<file path="src/rtl/adapter_ppfifo_2_axi_stream_if.sv">
// Bundle of PPFIFO read-port and AXI Stream master signals for the adapter.
// master = adapter side, slave = PPFIFO controller / AXIS sink side.
interface adapter_ppfifo_2_axi_stream_if #(
  parameter int DATA_WIDTH   = 32,
  parameter int STROBE_WIDTH = DATA_WIDTH / 8
);
  logic                    o_ppfifo_clk;
  logic                    i_ppfifo_rdy;
  logic                    o_ppfifo_act;
  logic [23:0]             i_ppfifo_size;
  logic [DATA_WIDTH:0]     i_ppfifo_data;
  logic                    o_ppfifo_stb;
  logic                    o_axi_valid;
  logic                    i_axi_ready;
  logic [DATA_WIDTH-1:0]   o_axi_data;
  logic [STROBE_WIDTH-1:0] o_axi_keep;
  logic                    o_axi_last;

  modport master (
    output o_ppfifo_clk, o_ppfifo_act, o_ppfifo_stb,
    output o_axi_valid, o_axi_data, o_axi_keep, o_axi_last,
    input  i_ppfifo_rdy, i_ppfifo_size, i_ppfifo_data, i_axi_ready
  );

  modport slave (
    input  o_ppfifo_clk, o_ppfifo_act, o_ppfifo_stb,
    input  o_axi_valid, o_axi_data, o_axi_keep, o_axi_last,
    output i_ppfifo_rdy, i_ppfifo_size, i_ppfifo_data, i_axi_ready
  );
endinterface

</file>
<file path="src/rtl/adapter_ppfifo_2_axi_stream.sv">
// Drains a Ping Pong FIFO read block and presents it as an AXI Stream master.
// Optional macro PPFIFO_AXIS_BLOCK_LAST_EN forces TLAST on the final word of each block.
//
// state     | meaning
// S_IDLE    | waiting for a filled block (i_ppfifo_rdy)
// S_ACTIVE  | block owned, popping words into the output register
// S_RELEASE | block handed back, act low for one cycle
module adapter_ppfifo_2_axi_stream #(
  parameter int DATA_WIDTH   = 32,
  parameter int STROBE_WIDTH = DATA_WIDTH / 8
) (
  input  logic                           i_axi_clk,
  input  logic                           rst,
  adapter_ppfifo_2_axi_stream_if.master  bus
);

  typedef enum logic [1:0] {
    S_IDLE    = 2'd0,
    S_ACTIVE  = 2'd1,
    S_RELEASE = 2'd2
  } state_t;

  state_t                r_state;
  state_t                w_state_nxt;
  logic                  r_act;
  logic                  w_act_nxt;
  logic [23:0]           r_count;
  logic [23:0]           w_count_nxt;
  logic                  r_valid;
  logic                  w_valid_nxt;
  logic [DATA_WIDTH-1:0] r_data;
  logic [DATA_WIDTH-1:0] w_data_nxt;
  logic                  r_last;
  logic                  w_last_nxt;

  logic                  w_more;
  logic                  w_room;
  logic                  w_stb;
  logic                  w_blk_end;

  assign w_more = (r_count < bus.i_ppfifo_size);
  assign w_room = !r_valid || bus.i_axi_ready;
  assign w_stb  = r_act && (r_state == S_ACTIVE) && w_more && w_room;

`ifdef PPFIFO_AXIS_BLOCK_LAST_EN
  assign w_blk_end = ((r_count + 24'd1) == bus.i_ppfifo_size);
`else
  assign w_blk_end = 1'b0;
`endif

  always_comb begin
    w_state_nxt = r_state;
    w_act_nxt   = r_act;
    w_count_nxt = r_count;
    w_valid_nxt = r_valid;
    w_data_nxt  = r_data;
    w_last_nxt  = r_last;

    case (r_state)
      S_IDLE: begin
        if (bus.i_ppfifo_rdy) begin
          w_act_nxt   = 1'b1;
          w_count_nxt = 24'd0;
          w_state_nxt = S_ACTIVE;
        end
      end
      S_ACTIVE: begin
        if (w_stb) begin
          w_count_nxt = r_count + 24'd1;
        end
        // act falls on entry to RELEASE so a size-0 block holds act for one cycle
        if (!w_more) begin
          w_act_nxt   = 1'b0;
          w_state_nxt = S_RELEASE;
        end
      end
      S_RELEASE: begin
        w_act_nxt   = 1'b0;
        w_state_nxt = S_IDLE;
      end
      default: begin
        w_act_nxt   = 1'b0;
        w_state_nxt = S_IDLE;
      end
    endcase

    // output register drains independently of the block state
    if (w_stb) begin
      w_valid_nxt = 1'b1;
      w_data_nxt  = bus.i_ppfifo_data[DATA_WIDTH-1:0];
      w_last_nxt  = bus.i_ppfifo_data[DATA_WIDTH] | w_blk_end;
    end else if (r_valid && bus.i_axi_ready) begin
      w_valid_nxt = 1'b0;
    end
  end

  always_ff @(posedge i_axi_clk) begin
    if (rst) begin
      r_state <= S_IDLE;
      r_act   <= 1'b0;
      r_count <= 24'd0;
      r_valid <= 1'b0;
      r_data  <= '0;
      r_last  <= 1'b0;
    end else begin
      r_state <= w_state_nxt;
      r_act   <= w_act_nxt;
      r_count <= w_count_nxt;
      r_valid <= w_valid_nxt;
      r_data  <= w_data_nxt;
      r_last  <= w_last_nxt;
    end
  end

  assign bus.o_ppfifo_clk = i_axi_clk;
  assign bus.o_ppfifo_act = r_act;
  assign bus.o_ppfifo_stb = w_stb;
  assign bus.o_axi_valid  = r_valid;
  assign bus.o_axi_data   = r_data;
  assign bus.o_axi_last   = r_last;
  assign bus.o_axi_keep   = {STROBE_WIDTH{1'b1}};

endmodule
</file>
<file path="src/flat_wrapper.sv">
// flat-port wrapper written by rule: the top's interface ports become plain ports
module adapter_ppfifo_2_axi_stream_flat 
#(
  parameter int DATA_WIDTH   = 32,
  parameter int STROBE_WIDTH = DATA_WIDTH / 8
)
  (i_axi_clk, rst, bus_o_ppfifo_clk, bus_o_ppfifo_act, bus_o_ppfifo_stb, bus_o_axi_valid, bus_o_axi_data, bus_o_axi_keep, bus_o_axi_last, bus_i_ppfifo_rdy, bus_i_ppfifo_size, bus_i_ppfifo_data, bus_i_axi_ready);
  adapter_ppfifo_2_axi_stream_if #(.DATA_WIDTH(DATA_WIDTH), .STROBE_WIDTH(STROBE_WIDTH)) bus_i ();
  input  logic i_axi_clk;
  input  logic rst;
  output wire logic [$bits(bus_i.o_ppfifo_clk)-1:0] bus_o_ppfifo_clk;
  output wire logic [$bits(bus_i.o_ppfifo_act)-1:0] bus_o_ppfifo_act;
  output wire logic [$bits(bus_i.o_ppfifo_stb)-1:0] bus_o_ppfifo_stb;
  output wire logic [$bits(bus_i.o_axi_valid)-1:0] bus_o_axi_valid;
  output wire logic [$bits(bus_i.o_axi_data)-1:0] bus_o_axi_data;
  output wire logic [$bits(bus_i.o_axi_keep)-1:0] bus_o_axi_keep;
  output wire logic [$bits(bus_i.o_axi_last)-1:0] bus_o_axi_last;
  input wire logic [$bits(bus_i.i_ppfifo_rdy)-1:0] bus_i_ppfifo_rdy;
  input wire logic [$bits(bus_i.i_ppfifo_size)-1:0] bus_i_ppfifo_size;
  input wire logic [$bits(bus_i.i_ppfifo_data)-1:0] bus_i_ppfifo_data;
  input wire logic [$bits(bus_i.i_axi_ready)-1:0] bus_i_axi_ready;
  assign bus_o_ppfifo_clk = bus_i.o_ppfifo_clk;
  assign bus_o_ppfifo_act = bus_i.o_ppfifo_act;
  assign bus_o_ppfifo_stb = bus_i.o_ppfifo_stb;
  assign bus_o_axi_valid = bus_i.o_axi_valid;
  assign bus_o_axi_data = bus_i.o_axi_data;
  assign bus_o_axi_keep = bus_i.o_axi_keep;
  assign bus_o_axi_last = bus_i.o_axi_last;
  assign bus_i.i_ppfifo_rdy = bus_i_ppfifo_rdy;
  assign bus_i.i_ppfifo_size = bus_i_ppfifo_size;
  assign bus_i.i_ppfifo_data = bus_i_ppfifo_data;
  assign bus_i.i_axi_ready = bus_i_axi_ready;
  adapter_ppfifo_2_axi_stream #(.DATA_WIDTH(DATA_WIDTH), .STROBE_WIDTH(STROBE_WIDTH)) u_core (.i_axi_clk(i_axi_clk), .rst(rst), .bus(bus_i));
endmodule
</file>
<file path="config.mk">
export PLATFORM = sky130hd
export DESIGN_NAME = adapter_ppfifo_2_axi_stream_flat
export DESIGN_NICKNAME = d
export VERILOG_FILES = /design/src/rtl/adapter_ppfifo_2_axi_stream_if.sv /design/src/rtl/adapter_ppfifo_2_axi_stream.sv /design/src/flat_wrapper.sv
export SDC_FILE = /design/constraint.sdc
export NUM_CORES = 1
export LEC_CHECK = 0
export CAP_MARGIN = 0
export CORE_MARGIN = 2
export CORE_UTILIZATION = 50
export DETAILED_ROUTE_END_ITERATION = 10
export GPL_TIMING_DRIVEN = 0
export PLACE_DENSITY = 0.95
export SYNTH_ARGS = -nofsm -noshare
export SYNTH_HDL_FRONTEND = slang
export SYNTH_SLANG_ARGS = --single-unit
</file>
<file path="constraint.sdc">
create_clock -name i_axi_clk -period 6.54 [get_ports i_axi_clk]
set_input_delay 1.308 -clock i_axi_clk [delete_from_list [all_inputs] [get_ports i_axi_clk]]
set_output_delay 1.308 -clock i_axi_clk [all_outputs]
set_load 0.02 [all_outputs]
</file>
# After elaboration in Yosys (flattened, before gate mapping)
# Cells that the tools add are included.
[totals] out_inout_bits=41 regBits=61 word_cells=34 input_bits=61
[classes] magnitude_cmp=1 n_addsub=1 mux=11 n_reduce_logical=11 n_eq_ne=4
[op_table] operator="$mux W24" count=2
[op_table] operator="$pmux W24 S2" count=1
[op_table] operator="$add A24 B1 Y24 const B" count=1
[op_table] operator="$lt A24 B24 Y1" count=1
[op_table] operator="$ne A2 B2 Y1 const B" count=3
[op_table] operator="$logic_and A1 B1 Y1" count=4
[op_table] operator="$mux W1" count=4
[op_table] operator="$mux W2" count=2
[op_table] operator="$pmux W2 S2" count=1
[op_table] operator="$reduce_bool A2 Y1" count=2
[op_table] operator="$reduce_and A3 Y1" count=1
[op_table] operator="$eq A2 B1 Y1 const B" count=1
[op_table] operator="$logic_not A2 Y1" count=1
[op_table] operator="$pmux W1 S2" count=1
[op_table] operator="$reduce_and A2 Y1" count=1
[op_table] operator="$logic_not A1 Y1" count=1
[op_table] operator="$logic_or A1 B1 Y1" count=1

# Longest topological paths before layout
# Gate-level depths: netlist of the first run.
[depth] word_depth=6 depth_mapped=12

==> impl_metrics.csv, run 1 <==
group,metric,value,unit
status,outcome,"complete, no violations",
power,p_comb_share,18.6,%
clock_tree,clk_pin_slew,0.08,ns
cells_and_area,layout-area-overhead-vs-synth,41.47,%
placed_design,pre_cts_slack,1.133,ns
drt,met3_wirelength,777,um
die,rows,28,
sta,hold_viol,0,
synth,async_reset_ff_share,0,%
critical_path,worstPathRequired,5.23,ns
synth,ys_warn_count,0,
sta,finalCritPeriodShare,83.71,%
placed_design,post_dp_cell_area,0.004219,mm^2
critical_path,path_delay_family,"buffers and inverters",
die,core,0.005991,mm^2
die,fp.dieH,83.41,um
grt,grt_overflow,0,
drt,wl_met1,3647,um
clock_tree,post_cts_resized,0,
synth,yosysSeqAreaShare,38.10,%
synth,synth_edf_count,0,
cells_and_area,num-fill-cells,407,
die,num_io_pins,102,
critical_path,arrival,4.17,ns
grt,grt_pass1_wl,15240,um
clock_tree,post_cts_buffers,0,
drt,route.met2.wl,4583,um
sta,whs,0.4583,ns
drt,drt_first_pass_iters,5,
sta,fin_ws,1.065,ns
synth,synth_most_common_cell,"nand2_1",
cells_and_area,finalInstanceArea,0.004461,mm^2
critical_path,worst-path-buf-inv,5,
job,drv_cap,0,
grt,grt_start_max_net_pins,13,
sta,finalSetupViolations,0,
grt,grtUsageTotal,27.02,%
sta,maxSlewViolCount,0,
sta,finalSetupTns,0,ns
drt,vias,3358,
synth,yosysUniqueCellTypes,43,
power,fin_total_pwr,0.001002,W
drt,drc,0,
min_path,min_path_type,"reg2reg",
clock_tree,clk_latency,0.47,ns
cells_and_area,register_area,0.001201,mm^2
critical_path,start_kind,"input port",
sta,max_freq,0.1827,GHz
critical_path,end_kind,"output port",
power,power_switching,0.0002975,W
placed_design,portBuffers,96,
power,p_clk_share,42.3,%
placed_design,gp_congestion,0.8627,
sta,skew,0.01241,ns
die,die_x,83.41,um
drt,drt_iter0_markers,314,
power,cellPowerDensity,224.6,mW/mm^2
synth,netlist_top_cells_count,"86 x nand2_1, 60 x dfxtp_1, 53 x a21oi_1",
synth,syn_area,0.003153,mm^2
drt,top_layer,"met4",
sta,max_slew.worst_pin.slew,0.8118,ns
cells_and_area,layout-drive-gt1-share,9.320,%
sta,period_minus_slack,5.475,ns
sta,rsz0062_at_grt,"false",
die,start_util,52.63,%
drt,wl_per_cell,15.64,um
synth,synthTopCellsByArea,"dfxtp_1 38%, nand2_1 10%, ha_1 9.5%",
drt,wirelength,9229,um
grt,antenna_found_initial,0,
critical_path,path_cells,"clkdlybuf4s50_1 -> inv_1 -> ha_1 -> a21o_1 -> a21oi_1 -> o2111ai_1 -> a211oi_2 -> nand2_1 -> inv_2 -> buf_2 -> clkdlybuf4s50_1",
placed_design,hpwlAfterDp,6488,um
critical_path,criticalPathCategory,"in2out",
die,fp.dieArea,0.006957,mm^2
synth,ys_ff_latch,60,
cells_and_area,antenna_cells,0,
power,power_frac_seq,39.1,%
cells_and_area,multi_input_area,0.001715,mm^2
grt,grt_pass1_vias,3363,
clock_tree,cts_tree,"yes",
synth,synth-main-ff-cell,"dfxtp_1",
synth,synth_top_area_cell,"dfxtp_1",
critical_path,cpMostUsedCell,"clkdlybuf4s50_1",
critical_path,critical_path.max_stage_delay,0.64,ns
synth,synth_area_per_cell,7.942,um^2
power,p_sw_share,29.70,%
cells_and_area,fin_nets,595,
power,vdd_ir_drop_max,0.1755,mV
clock_tree,holdBufCountCts,0,
drt,drtAntennaViolNets,0,
critical_path,crit_slowest_cell,"clkdlybuf4s50_1",
critical_path,crit_fanout,10,
synth,syn_inst,397,
synth,synth_top_cell_area_share,38.10,%
sta,slew_headroom,45.88,%
power,p_int,0.0007042,W
power,p_leak,1.828,nW
drt,routed_via_density,5.692,
power groups by stage:
stage          registers (W)  logic (W)  clock network [W]
2_1_floorplan       0.000417  0.0000756          0.0000179
3_3_place_gp        0.000398   0.000178          0.0000290
3_5_place_dp        0.000399   0.000182          0.0000290
4_1_cts             0.000391   0.000185           0.000420
5_1_grt             0.000393   0.000202           0.000441
6_report            0.000391   0.000187           0.000424
placed cells by master (no fill, tap or decap), types with 3 or more instances in the layout:
cell             netlist  final
a21o_1                 3      3
a21oi_1               53     53
a31oi_1                7      7
and2_1                 3      3
and3_1                 7      7
buf_2                  6      6
buf_4                  8      8
buf_6                  3      3
clkbuf_1               7      7
clkbuf_8               0     12
clkdlybuf4s50_1        0     96
conb_1                 1      4
dfxtp_1               60     60
ha_1                  24     24
inv_1                 24     24
nand2_1               86     86
nand2b_1               3      3
nand3_1               18     18
nand4_1                3      3
nor2_1                15     15
nor3_1                 5      5
o2111ai_1              4      4
o211ai_1               8      8
o21ai_0               14     14
o31ai_1                7      7
o31ai_2                4      4
o41ai_1                4      4
worst min-delay path: stages (launching register included):
cell     delay (ns)
dfxtp_1        0.31
nand2_1        0.05
a21oi_1        0.05
through the flow:
step | instances | util, %
3_5_place_dp | 571 | 70.43
3_3_place_gp | 571 | 70.43
4_1_cts | 590 | 74.46
2_1_floorplan | 400 | -
6_report | 590 | 74.46
5_1_grt | 590 | 74.46
kinds of logic after synthesis:
group                    count (synthesis)  synth area share, %
AND/OR/NAND/NOR                        147                20.83
AO/OA/AOI/OAI                          114                23.25
flip-flops                              60                38.10
buffers and inverters                   50                7.857
adder cells (fa/ha/maj)                 24                9.524
multiplexers                             1               0.3175
other                                    1               0.1189
per-layer routing:
metal	vias to the layer above	global-route usage, %
met1	1530	31.75
met2	185	45.38
met5	-	0
met4	0	15.25
met3	31	6.064
li1	1612	-
flip-flops by register name, indices dropped and copies added (netlist names):
| name | count |
|---|---|
| u_core.bus.o_axi_data | 32 |
| u_core.r_count | 24 |
| u_core.bus.o_axi_valid | 1 |
| u_core.bus.o_axi_last | 1 |
| u_core.r_state | 2 |
final cells by class:
type                    instances  area share, %
multi-input cells             290          38.46
flip-flops and latches         60          26.93
repair buffers                 95          21.32
clock buffers                  13          3.927
plain buffers                  24          3.366
inverters                      26          2.188
well taps                      75          2.104
clock inverters                 7          1.711
worst paths after layout:
kind / start / to / slack (ns) / depth (start not counted)
setup / recovery: bus_i_ppfifo_size[6] / bus_o_ppfifo_stb / 1.07 / 11
hold / removal: u_core.bus.o_axi_data[7] / u_core.bus.o_axi_data[7] / 0.46 / 2
setup reg to reg: u_core.r_count[22] / u_core.r_count[7] / 3.86 / 8
hold reg to reg: u_core.bus.o_axi_data[7] / u_core.bus.o_axi_data[7] / 0.46 / 2
(Power assumes the default switching activity.)
==> run 2: changes to the inputs <==
--- a/config.mk
+++ b/config.mk
@@ -7,10 +7,10 @@
 export LEC_CHECK = 0
 export CAP_MARGIN = 0
 export CORE_MARGIN = 2
-export CORE_UTILIZATION = 50
+export CORE_UTILIZATION = 46
 export DETAILED_ROUTE_END_ITERATION = 10
 export GPL_TIMING_DRIVEN = 0
-export PLACE_DENSITY = 0.95
+export PLACE_DENSITY = 0.9
 export SYNTH_ARGS = -nofsm -noshare
 export SYNTH_HDL_FRONTEND = slang
 export SYNTH_SLANG_ARGS = --single-unit
==> constraint.sdc (replaced) <==
create_clock -name i_axi_clk -period 5.1 [get_ports i_axi_clk]
set_input_delay 1.02 -clock i_axi_clk [delete_from_list [all_inputs] [get_ports i_axi_clk]]
set_output_delay 1.02 -clock i_axi_clk [all_outputs]
set_load 0.02 [all_outputs]
==> impl_metrics.csv, run 2 (synthesis results as in run 1) <==
group,metric,value,unit
status,outcome,"complete, no violations",
cells_and_area,fin_nets,596,
sta,finalSetupViolations,0,
grt,grt_start_max_net_pins,13,
drt,met3_wirelength,673,um
drt,drt_iter0_markers,200,
die,start_util,46.93,%
drt,vias,3314,
critical_path,r2r_slack,2.24,ns
critical_path,reg2reg_to,"u_core.r_count[15]",
die,fp.dieArea,0.007533,mm^2
drt,drc,0,
die,num_io_pins,102,
critical_path,criticalPathCategory,"in2out",
cells_and_area,antenna_cells,0,
cells_and_area,layout-drive-gt1-share,9.496,%
power,fin_total_pwr,0.001278,W
die,fp.dieH,86.79,um
grt,grt_pass1_wl,14080,um
cells_and_area,final_common_cell,"clkdlybuf4s50_1",
power,cellPowerDensity,285.5,mW/mm^2
placed_design,hpwlAfterDp,6446,um
critical_path,start_kind,"input port",
job,drv_cap,0,
grt,antenna_found_initial,0,
sta,rsz0062_at_grt,"false",
sta,slew_headroom,45.93,%
drt,route.met2.wl,4646,um
clock_tree,holdBufCountCts,0,
critical_path,crit_slowest_cell,"clkdlybuf4s50_1",
sta,maxSlewViolCount,0,
critical_path,end_kind,"output port",
critical_path,worstPathRequired,4.08,ns
min_path,min_path_type,"reg2reg",
grt,grtUsageTotal,23.58,%
power,p_leak,1.848,nW
critical_path,crit_fanout,10,
grt,grt_overflow,0,
drt,wl_met1,3329,um
drt,wirelength,8872,um
drt,top_layer,"met4",
critical_path,rr_worst_depth,9,
sta,hold_viol,0,
die,die_x,86.79,um
cells_and_area,layout-area-overhead-vs-synth,41.98,%
placed_design,gp_congestion,0.9038,
min_path,hold_end,"u_core.bus.o_axi_data[31]",
sta,finalCritPeriodShare,89.62,%
sta,skew,0.008379,ns
cells_and_area,largest_reg_flops,32,
critical_path,path_cells,"clkdlybuf4s50_1 -> inv_1 -> ha_1 -> a21o_1 -> a21oi_1 -> o2111ai_1 -> a211oi_2 -> nand2_1 -> inv_2 -> buf_2 -> dlymetal6s2s_1",
drt,wl_per_cell,14.89,um
sta,period_minus_slack,4.571,ns
critical_path,critical_path.max_stage_delay,0.45,ns
clock_tree,clk_pin_slew,0.07,ns
sta,finalSetupTns,0,ns
min_path,holdPathStages,2,
cells_and_area,num-fill-cells,513,
placed_design,portBuffers,96,
drt,drtAntennaViolNets,0,
die,rows,30,
grt,grt_pass1_vias,3220,
cells_and_area,register_area,0.001201,mm^2
cells_and_area,multi_input_area,0.001715,mm^2
clock_tree,cts_tree,"yes",
min_path,min-delay-start,"u_core.bus.o_axi_data[31]",
critical_path,arrival,3.55,ns
clock_tree,clk_latency,0.45,ns
sta,max_slew.worst_pin.slew,0.8111,ns
power,vdd_ir_drop_max,0.2861,mV
drt,routed_via_density,5.560,
critical_path,r2r_start,"u_core.r_count[22]",
drt,drt_first_pass_iters,5,
sta,max_freq,0.2188,GHz
cells_and_area,mostFrequentLayoutCells,"95 x clkdlybuf4s50_1, 86 x nand2_1, 60 x dfxtp_1",
die,core,0.006719,mm^2
-- run 2: worst max path at each step --
| stage | start | to | slack [ns] | cells past startpoint |
|---|---|---|---|---|
| floorplan | i_axi_clk | bus_o_ppfifo_clk | 1.40 | 1 |
| global placement | bus_i_ppfifo_size[6] | bus_o_ppfifo_stb | 0.26 | 11 |
| detailed placement | bus_i_ppfifo_size[6] | bus_o_ppfifo_stb | 0.25 | 11 |
| CTS | bus_i_ppfifo_size[6] | bus_o_ppfifo_stb | 0.16 | 11 |
| global route | bus_i_ppfifo_size[6] | bus_o_ppfifo_stb | 0.35 | 11 |
| finish | bus_i_ppfifo_size[6] | bus_o_ppfifo_stb | 0.53 | 11 |
-- run 2: through the flow --
step           area, um^2  worst slack (ns)  hold WS [ns]  instances  util [%]
2_1_floorplan        3164             1.396        0.4523        400         -
3_3_place_gp         4225            0.2560        0.4416        576     62.89
3_5_place_dp         4225            0.2474        0.4458        576     62.89
4_1_cts              4467            0.1589        0.4547        595     66.48
5_1_grt              4477            0.3468        0.4731        596     66.63
6_report             4477            0.5294        0.4554        596     66.63
-- run 2: metal layers --
layer  vias to the layer above  GRT usage [%]
met4                         0          10.94
li1                       1615              -
met5                         -              0
met3                        27          7.333
met2                       148          40.39
met1                      1524          26.61
-- run 2: critical path, delay by kind of cell --
family	cells	cell delay [ns]
buffers and inverters	5	1.09
AOI/OAI and AO/OA	4	0.99
adders and majority gates	1	0.30
and+or+nand+nor	1	0.14
-- run 2: what timing repair did --
item,CTS,global route
endpoints found under the setup margin,0,1
buffers inserted,0,1
gates resized for setup,0,1
-- run 2: power breakdown --
group | total, W | switching (W) | internal [W]
Clock | 0.000539 | 0.000238 | 0.000301
Sequential | 0.000501 | 0.0000122 | 0.000489
Combinational | 0.000238 | 0.000124 | 0.000114
-- run 2: final cells by class --
cell class	count	area share, %
clock inverter	7	1.705
multi-input combinational	290	38.32
buffer	24	3.354
inverter	26	2.180
tap	80	2.236
timing repair buffer	96	21.46
sequential	60	26.83
clock buffer	13	3.913
==> run 3: changes to the inputs <==
--- a/config.mk
+++ b/config.mk
@@ -7,10 +7,10 @@
 export LEC_CHECK = 0
 export CAP_MARGIN = 0
 export CORE_MARGIN = 2
-export CORE_UTILIZATION = 46
+export CORE_UTILIZATION = 45
 export DETAILED_ROUTE_END_ITERATION = 10
 export GPL_TIMING_DRIVEN = 0
-export PLACE_DENSITY = 0.9
+export PLACE_DENSITY = 0.88
 export SYNTH_ARGS = -nofsm -noshare
 export SYNTH_HDL_FRONTEND = slang
 export SYNTH_SLANG_ARGS = --single-unit
==> constraint.sdc (replaced) <==
create_clock -name i_axi_clk -period 5.1 [get_ports i_axi_clk]
set_input_delay 1.53 -clock i_axi_clk [delete_from_list [all_inputs] [get_ports i_axi_clk]]
set_output_delay 1.53 -clock i_axi_clk [all_outputs]
set_load 0.02 [all_outputs]
==> impl_metrics.csv, run 3 (synthesis results as in run 1) <==
group,metric,value,unit
clock_tree,cts_tree,"yes",
sta,max_freq,0.1997,GHz
job,drv_cap,0,
power,cellPowerDensity,296.9,mW/mm^2
critical_path,path_cells,"clkdlybuf4s50_1 -> inv_1 -> ha_1 -> a21oi_1 -> nand2_1 -> a211o_1 -> a211oi_4 -> nand2_2 -> inv_4 -> buf_6",
power,p_int,0.001020,W
status,outcome,"complete, no violations",
drt,routed_via_density,5.469,
sta,period_minus_slack,5.007,ns
grt,grt_pass1_vias,3139,
placed_design,post_dp_cell_area,0.004245,mm^2
sta,skew,0.008802,ns
cells_and_area,largest_reg_flops,32,
cells_and_area,finalInstanceArea,0.004669,mm^2
power,p_sw_share,26.41,%
sta,finalCritPeriodShare,98.17,%
critical_path,worstPathRequired,3.57,ns
placed_design,hpwlAfterDp,6386,um
power,p_clk_share,45.7,%
power,power_switching,0.0003662,W
drt,drtAntennaViolNets,0,
power,p_comb_share,18.1,%
cells_and_area,stdcell_count,618,
cells_and_area,mostFrequentLayoutCells,"95 x clkdlybuf4s50_1, 85 x nand2_1, 60 x dfxtp_1",
die,start_util,46.41,%
cells_and_area,fin_nets,602,
cells_and_area,layout-area-overhead-vs-synth,48.10,%
critical_path,criticalPathCategory,"in2out",
placed_design,portBuffers,96,
grt,grtUsageTotal,24.05,%
cells_and_area,antenna_cells,0,
drt,drc,0,
sta,rsz0062_at_grt,"false",
die,num_io_pins,102,
drt,vias,3380,
sta,max_slew.worst_pin.slew,0.8624,ns
die,rows,30,
sta,whs,0.4560,ns
clock_tree,holdBufCountCts,0,
drt,wirelength,9232,um
drt,wl_per_cell,14.94,um
grt,grt_overflow,0,
clock_tree,clk_latency,0.46,ns
sta,finalSetupTns,0,ns
critical_path,end_kind,"output port",
die,fp.dieArea,0.007692,mm^2
power,p_leak,1.894,nW
drt,drt_first_pass_iters,5,
critical_path,arrival,3.48,ns
grt,grt_pass1_wl,14320,um
sta,finalSetupViolations,0,
cells_and_area,num-fill-cells,510,
sta,maxSlewViolCount,0,
grt,antenna_found_initial,0,
die,fp.dieH,87.71,um
cells_and_area,final_common_cell,"clkdlybuf4s50_1",
placed_design,gp_congestion,0.8799,
critical_path,r2r_slack,2.19,ns
sta,slew_headroom,42.51,%
min_path,min_path_type,"reg2reg",
power,vdd_ir_drop_max,0.2346,mV
die,die_x,87.71,um
critical_path,crit_fanout,3,
critical_path,critical_path.max_stage_delay,0.46,ns
clock_tree,clk_pin_slew,0.07,ns
sta,hold_viol,0,
critical_path,crit_slowest_cell,"clkdlybuf4s50_1",
grt,grt_start_max_net_pins,12,
power,fin_total_pwr,0.001387,W
drt,drt_iter0_markers,327,
critical_path,start_kind,"input port",
die,core,0.006794,mm^2
power,power_frac_seq,36.2,%
placed_design,dp.cells,592,
cells_and_area,layout-drive-gt1-share,12.64,%
[run 3: power by group through the flow]
stage | logic (W) | clock network (W) | registers (W)
3_3_place_gp | 0.000228 | 0.0000372 | 0.000510
2_1_floorplan | 0.0000970 | 0.0000229 | 0.000534
4_1_cts | 0.000240 | 0.000639 | 0.000501
3_5_place_dp | 0.000232 | 0.0000372 | 0.000511
5_1_grt | 0.000271 | 0.000666 | 0.000503
6_report | 0.000251 | 0.000634 | 0.000501
[run 3: critical path: cells and delay by family]
| kind | cells | cell delay [ns] |
|---|---|---|
| compound gates | 3 | 0.75 |
| fa+ha+maj | 1 | 0.32 |
| buf+inv | 4 | 0.70 |
| simple gates | 2 | 0.19 |
[run 3: cell type report]
cell class	instances	area [um^2]	area share, %
flip-flops and latches	60	1201	25.72
multi-input cells	290	1790	38.34
clock inverters	6	111.4	2.385
repair buffers	103	1012	21.68
well taps	96	120.1	2.572
plain buffers	23	145.1	3.108
clock buffers	14	188.9	4.046
inverters	26	100.1	2.144
[run 3: final timing paths]
kind                              endpoint                      from  depth (start not counted)
hold / removal    u_core.bus.o_axi_data[3]  u_core.bus.o_axi_data[3]                          2
setup reg to reg        u_core.r_count[11]        u_core.r_count[22]                         10
setup / recovery          bus_o_ppfifo_stb     bus_i_ppfifo_size[22]                         10
hold reg to reg   u_core.bus.o_axi_data[3]  u_core.bus.o_axi_data[3]                          2
[run 3: repair_timing]
action                     4_1_cts  5_1_grt
pin swaps                        2        8
setup endpoints to repair        1        1
buffers inserted                 4        4
resized for setup                8       10
hold endpoints to repair         0        0
[run 3: through the flow]
step / worst slack (ns) / utilization [%]
floorplan: 0.5462 / -
global placement: -0.7854 / 62.49
detailed placement: -0.7890 / 62.49
CTS: 0.01218 / 67.27
global route: 0.006151 / 68.73
finish: 0.09324 / 68.73
[run 3: metal layers]
metal	vias to the layer above	routed length, um	global-route usage [%]
li1	1625	-	-
met5	-	0	0
met3	33	635	6.692
met4	0	318	12.45
met2	157	4727	39.74
met1	1565	3551	28.49
